File: src/rtl/biu_arb_pkg.sv
// ============================================================================
//  Module   : biu_arb_pkg
//  Purpose  : Shared types and transfer codes for the BIU arbiter.
//  Revision : 1.0  initial release
// ============================================================================
`default_nettype none

package biu_arb_pkg;

  typedef enum logic [1:0] {
    IDLE   = 2'd0,
    BUSY_F = 2'd1,
    BUSY_D = 2'd2
  } state_t;

  typedef enum logic {
    OWNER_FETCH = 1'b0,
    OWNER_DATA  = 1'b1
  } owner_t;

  localparam logic [1:0] SEL_IDLE  = 2'b00;
  localparam logic [1:0] SEL_FETCH = 2'b11;
  localparam logic [1:0] SEL_DRD   = 2'b01;
  localparam logic [1:0] SEL_DWR   = 2'b10;

  function automatic logic [1:0] data_sel(input logic we);
    return we ? SEL_DWR : SEL_DRD;
  endfunction

endpackage

`default_nettype wire

File: src/rtl/biu_arb_perf_cnt.sv
// ============================================================================
//  Module   : biu_arb_perf_cnt
//  Purpose  : 16-bit saturating wait-cycle counter (used under ARB_PERF_CNT_EN).
//  Revision : 1.0  initial release
// ============================================================================
`default_nettype none

module biu_arb_perf_cnt (
  input  logic        clk,
  input  logic        reset,
  input  logic        inc,
  output logic [15:0] cnt
);

  always_ff @(posedge clk) begin
    if (reset) begin
      cnt <= 16'h0000;
    end else if (inc && (cnt != 16'hFFFF)) begin
      cnt <= cnt + 16'h0001;
    end
  end

endmodule

`default_nettype wire

File: src/rtl/biu_arbiter.sv
// ============================================================================
//  Module   : biu_arbiter
//  Purpose  : Fetch/data arbiter for the shared 16-bit BIU port with fetch
//             lock and starvation limit. Optional macro: ARB_PERF_CNT_EN.
//  Revision : 1.0  initial release
// ============================================================================
`default_nettype none

module biu_arbiter
  import biu_arb_pkg::*;
#(
  parameter int ADDR_W       = 16,
  parameter int DATA_W       = 16,
  parameter int STARVE_LIMIT = 4
) (
  input  logic              clk,
  input  logic              reset,
  input  logic              f_req,
  input  logic              f_lock,
  input  logic [ADDR_W-1:0] f_addr,
  output logic              f_done,
  output logic [DATA_W-1:0] f_rdata,
  input  logic              d_req,
  input  logic              d_we,
  input  logic [ADDR_W-1:0] d_addr,
  input  logic [DATA_W-1:0] d_wdata,
  output logic              d_done,
  output logic [DATA_W-1:0] d_rdata,
  output logic              biu_cs,
  output logic [1:0]        biu_sel,
  output logic [ADDR_W-1:0] biu_addr,
  output logic [DATA_W-1:0] biu_wdata,
  input  logic              biu_ready,
  input  logic [DATA_W-1:0] biu_rdata
`ifdef ARB_PERF_CNT_EN
  ,
  output logic [15:0]       f_wait_cnt,
  output logic [15:0]       d_wait_cnt
`endif
);

  localparam logic [3:0] c_starve_limit = 4'(STARVE_LIMIT);

  state_t     r_state;
  state_t     w_state_nxt;
  logic       w_grant;
  owner_t     w_owner;
  logic       r_lock;
  logic [3:0] r_starve;

  assign f_rdata = biu_rdata;
  assign d_rdata = biu_rdata;

  always_comb begin
    w_state_nxt = r_state;
    w_grant     = 1'b0;
    w_owner     = OWNER_FETCH;
    f_done      = 1'b0;
    d_done      = 1'b0;
    case (r_state)
      IDLE: begin
        if (r_lock) begin
          w_grant = f_req;
        end else if (d_req && f_req && (r_starve == c_starve_limit)) begin
          w_grant = 1'b1;
        end else if (d_req) begin
          w_grant = 1'b1;
          w_owner = OWNER_DATA;
        end else if (f_req) begin
          w_grant = 1'b1;
        end
        if (w_grant) begin
          w_state_nxt = (w_owner == OWNER_DATA) ? BUSY_D : BUSY_F;
        end
      end
      BUSY_F: begin
        if (biu_ready) begin
          f_done      = !reset;
          w_state_nxt = IDLE;
        end
      end
      BUSY_D: begin
        if (biu_ready) begin
          d_done      = !reset;
          w_state_nxt = IDLE;
        end
      end
      default: w_state_nxt = IDLE;
    endcase
  end

  always_ff @(posedge clk) begin
    if (reset) begin
      r_state   <= IDLE;
      biu_cs    <= 1'b0;
      biu_sel   <= SEL_IDLE;
      biu_addr  <= '0;
      biu_wdata <= '0;
    end else begin
      r_state <= w_state_nxt;
      if (w_grant) begin
        biu_cs <= 1'b1;
        if (w_owner == OWNER_DATA) begin
          biu_sel   <= data_sel(d_we);
          biu_addr  <= d_addr;
          biu_wdata <= d_wdata;
        end else begin
          biu_sel  <= SEL_FETCH;
          biu_addr <= f_addr;
        end
      end else if (f_done || d_done) begin
        biu_cs  <= 1'b0;
        biu_sel <= SEL_IDLE;
      end
    end
  end

  // Lock drops if the fetch unit abandons its request, so data cannot deadlock.
  always_ff @(posedge clk) begin
    if (reset) begin
      r_lock <= 1'b0;
    end else if (f_done) begin
      r_lock <= f_lock;
    end else if ((r_state == IDLE) && r_lock && !f_req) begin
      r_lock <= 1'b0;
    end
  end

  always_ff @(posedge clk) begin
    if (reset) begin
      r_starve <= 4'd0;
    end else if (w_grant) begin
      if ((w_owner == OWNER_FETCH) || !f_req) begin
        r_starve <= 4'd0;
      end else if (r_starve < c_starve_limit) begin
        r_starve <= r_starve + 4'd1;
      end
    end
  end

`ifdef ARB_PERF_CNT_EN
  biu_arb_perf_cnt u_f_wait (
    .clk   (clk),
    .reset (reset),
    .inc   (f_req && (r_state != BUSY_F)),
    .cnt   (f_wait_cnt)
  );

  biu_arb_perf_cnt u_d_wait (
    .clk   (clk),
    .reset (reset),
    .inc   (d_req && (r_state != BUSY_D)),
    .cnt   (d_wait_cnt)
  );
`endif

endmodule

`default_nettype wire

File: config.mk
export PLATFORM = sky130hd
export DESIGN_NAME = biu_arbiter
export DESIGN_NICKNAME = d
export VERILOG_FILES = /design/src/rtl/biu_arb_pkg.sv /design/src/rtl/biu_arb_perf_cnt.sv /design/src/rtl/biu_arbiter.sv
export SDC_FILE = /design/constraint.sdc
export NUM_CORES = 1
export LEC_CHECK = 0
export BUFFER_PORTS_ARGS = -buffer_cell sky130_fd_sc_hd__buf_2
export CAP_MARGIN = 20
export CELL_PAD_IN_SITES_DETAIL_PLACEMENT = 1
export CELL_PAD_IN_SITES_GLOBAL_PLACEMENT = 1
export CORE_ASPECT_RATIO = 1.4
export CORE_MARGIN = 8
export CORE_UTILIZATION = 28
export CTS_CLUSTER_SIZE = 16
export DETAILED_ROUTE_END_ITERATION = 6
export PLACE_DENSITY_LB_ADDON = 0.1
export SLEW_MARGIN = 20
export SYNTH_ARGS = -nofsm -noshare
export SYNTH_HDL_FRONTEND = slang
export SYNTH_SLANG_ARGS = --single-unit
File: constraint.sdc
create_clock -name clk -period 2 [get_ports clk]
set_input_delay 0.3 -clock clk [delete_from_list [all_inputs] [get_ports clk]]
set_output_delay 0.3 -clock clk [all_outputs]
set_load 0.01 [all_outputs]
==> results.tsv <==
metric	value	unit
status	complete, no violations	
layout cells sized above 1	35.3	%
CTS tree	yes	
Seq/Total Area, Yosys	41.3	%
Yosys top cell by area	dfxtp_1	
P_leak	1.14	nW
Routed WL	6220	um
worst min-delay path class	in -> reg	
depth of the CTS H-tree	2	
total gr overflow	0	
fmax	609	MHz
count leader, synth	nand2_1	
first-pass GRT wire length	9870	um
Max VDD drop	0.000309	V
clock-pin slew on the worst setup and hold paths	80	ps
max_slew headroom	75.0	%
CP startpoint kind	flip-flop	
max-slew violation count	0	
Core Region	0.00722	mm2
# Max-Cap Violations	0	
final instance area	0.00244	mm2
DP Worst Slack	364	ps
Final Non-Filler Cells	409	
met3 WL	563	um
Fin Hold WS	225	ps
Worst EP arrival	1840	ps
setup TNS	0	ps
Post-Synthesis Cells	253	
Post-CTS Setup Bufs	0	
CTS buffer count	5	
Netlist cell types	36	
Post-Syn Area	0.00204	mm2
critical path class	reg -> reg	
Yosys reg bits	42	
RSZ-0062 raised after global routing	false	
routed wl met2	3110	um
Seq. cell area	841	um2
num ports	140	
clk_skew	7.05	ps
Final Setup Violations	0	
area of the multi-input gates	857	um2
Layout area overhead	19.6	%
Worst Path Max Fanout	18	
PostCTS Resize Cnt	0	
Syn Nets	329	
gpl congestion	0.773	
Port Buf Inserts	91	
ant diodes	0	
# rows	37	
Post-Place Cells	403	
final hold vios	0	
gr usage total	12.4	%
minimum clock period after layout	1640	ps
number of flops mapped to enable cells by yosys	0	
Vias/cell	4.53	
Wirelength per Cell	15.2	um
wl on met1	2470	um
Avg Inst Size Synth	8.05	um2
pwr/cell area	819	mW/mm2
Post-DRT Antenna Nets	0	
Via Count	1851	
Yosys top cell area share	41.3	%
Worst-Skew Late Latency	290	ps
root buffer cell	clkbuf_8	
Die H	117	um
post-DP HPWL	4810	um
Tcrit/Tclk final	82.2	%
starting density of the core	28.2	%
YS warnings	0	
drt first pass iters	4	
vias in the first global route	2052	
clk buf depth	2	
largest cells by area after synthesis	dfxtp_1, buf_4, nand2_1	
Main synth FF type	dfxtp_1	
fill cell count	940	
largest net degree at the start of global routing	22	
CTS Sinks	42	
drt drc	0	
Die ar.	0.0103	mm2
# hold bufs at CTS	0	
Worst Tran Pin Value	370	ps
drt initial violations	29	
Post-synth ARST share	0	%
placed cell areas	0.00235	mm2
Worst Setup Slack, final	357	ps
initial antenna violation count	0	
Die X-Extent	88.1	um
synth cell count leaders	nand2_1, dfxtp_1, nor2_1	
Required @ worst endpoint	2200	ps
final net count	389	
Top Metal Used	met4	
critical path capture point type	flip-flop	
==> critical path: stages (launching register included) <==
cell and delay, ps:
dfxtp_1 380, inv_1 60, ha_1 220, nand4b_4 130, and3_1 190, buf_4 240, nor2_1 60, o32ai_1 270
==> area by class of cell <==
class	instances	area share, %
multi-input cells	160	35.2
inverters	5	0.770
well taps	97	4.98
repair buffers	99	21.2
clock buffers	6	3.39
flip-flops and latches	42	34.5
==> registers in the layout, indices dropped and copies added (netlist names) <==
name,count
biu_addr,16
biu_cs,1
r_state,2
biu_wdata,16
biu_sel,2
r_lock,1
r_starve,4
==> through the flow <==
| stage | total power, mW | util, % |
|---|---|---|
| finish | 2.00 | 33.7 |
| global route | 2.13 | 33.7 |
| CTS | 2.05 | 33.7 |
| detailed placement | 1.50 | 32.6 |
| global placement | 1.49 | 32.6 |
| floorplan | 1.34 | - |
==> metal layers <==
layer,global-route usage (%),vias to the layer above
li1,-,932
met1,12.4,849
met2,22.6,65
met3,4.75,5
met4,4.64,0
met5,0,-
==> final timing paths <==
kind                                   start      endpoint  slack [ps]  depth (start not counted)
worst max-delay path             r_starve[0]   biu_addr[7]         360                          7
worst min-delay path                    d_we    biu_sel[0]         230                          2
worst max register to register   r_starve[0]   biu_addr[7]         360                          7
worst min register to register  biu_wdata[6]  biu_wdata[6]         450                          2
==> logic make-up (layout without fill, tap and decap cells) <==
logic type | Yosys count | in the layout | share of synthesized area [%]
buffers and inverters | 51 | 110 | 16.6
and+or+nand+nor | 105 | 105 | 22.5
adders and majority gates | 5 | 5 | 3.07
AOI/OAI and AO/OA | 50 | 50 | 16.5
DFF | 42 | 42 | 41.3
==> cell usage in the layout (no fill, tap or decap), drive strengths merged <==
master and n:
nand2b 2, a21o 1, nand4 1, clkbuf 6, a32oi 1, a31oi 1
nand4b 1, or4 1, o32ai 16, nor3 1, o21a 1, nand3 2
a211oi 2, nor2 38, ha 5, buf 99, a21oi 22, nor2b 3
dfxtp 42, nor4 1, o31ai 1, nand2 51, inv 5, nand3b 1
and3 1, o21ai 5, and2 2
==> power breakdown <==
group	switching [mW]	total, mW	leakage (nW)	internal, mW
Combinational	0.285	0.491	0.756	0.207
Clock	0.269	0.535	0.0431	0.266
Sequential	0.0475	0.970	0.346	0.922
Total	0.601	2.00	1.14	1.40
No activity file was read; power rests on OpenSTA's default activity.
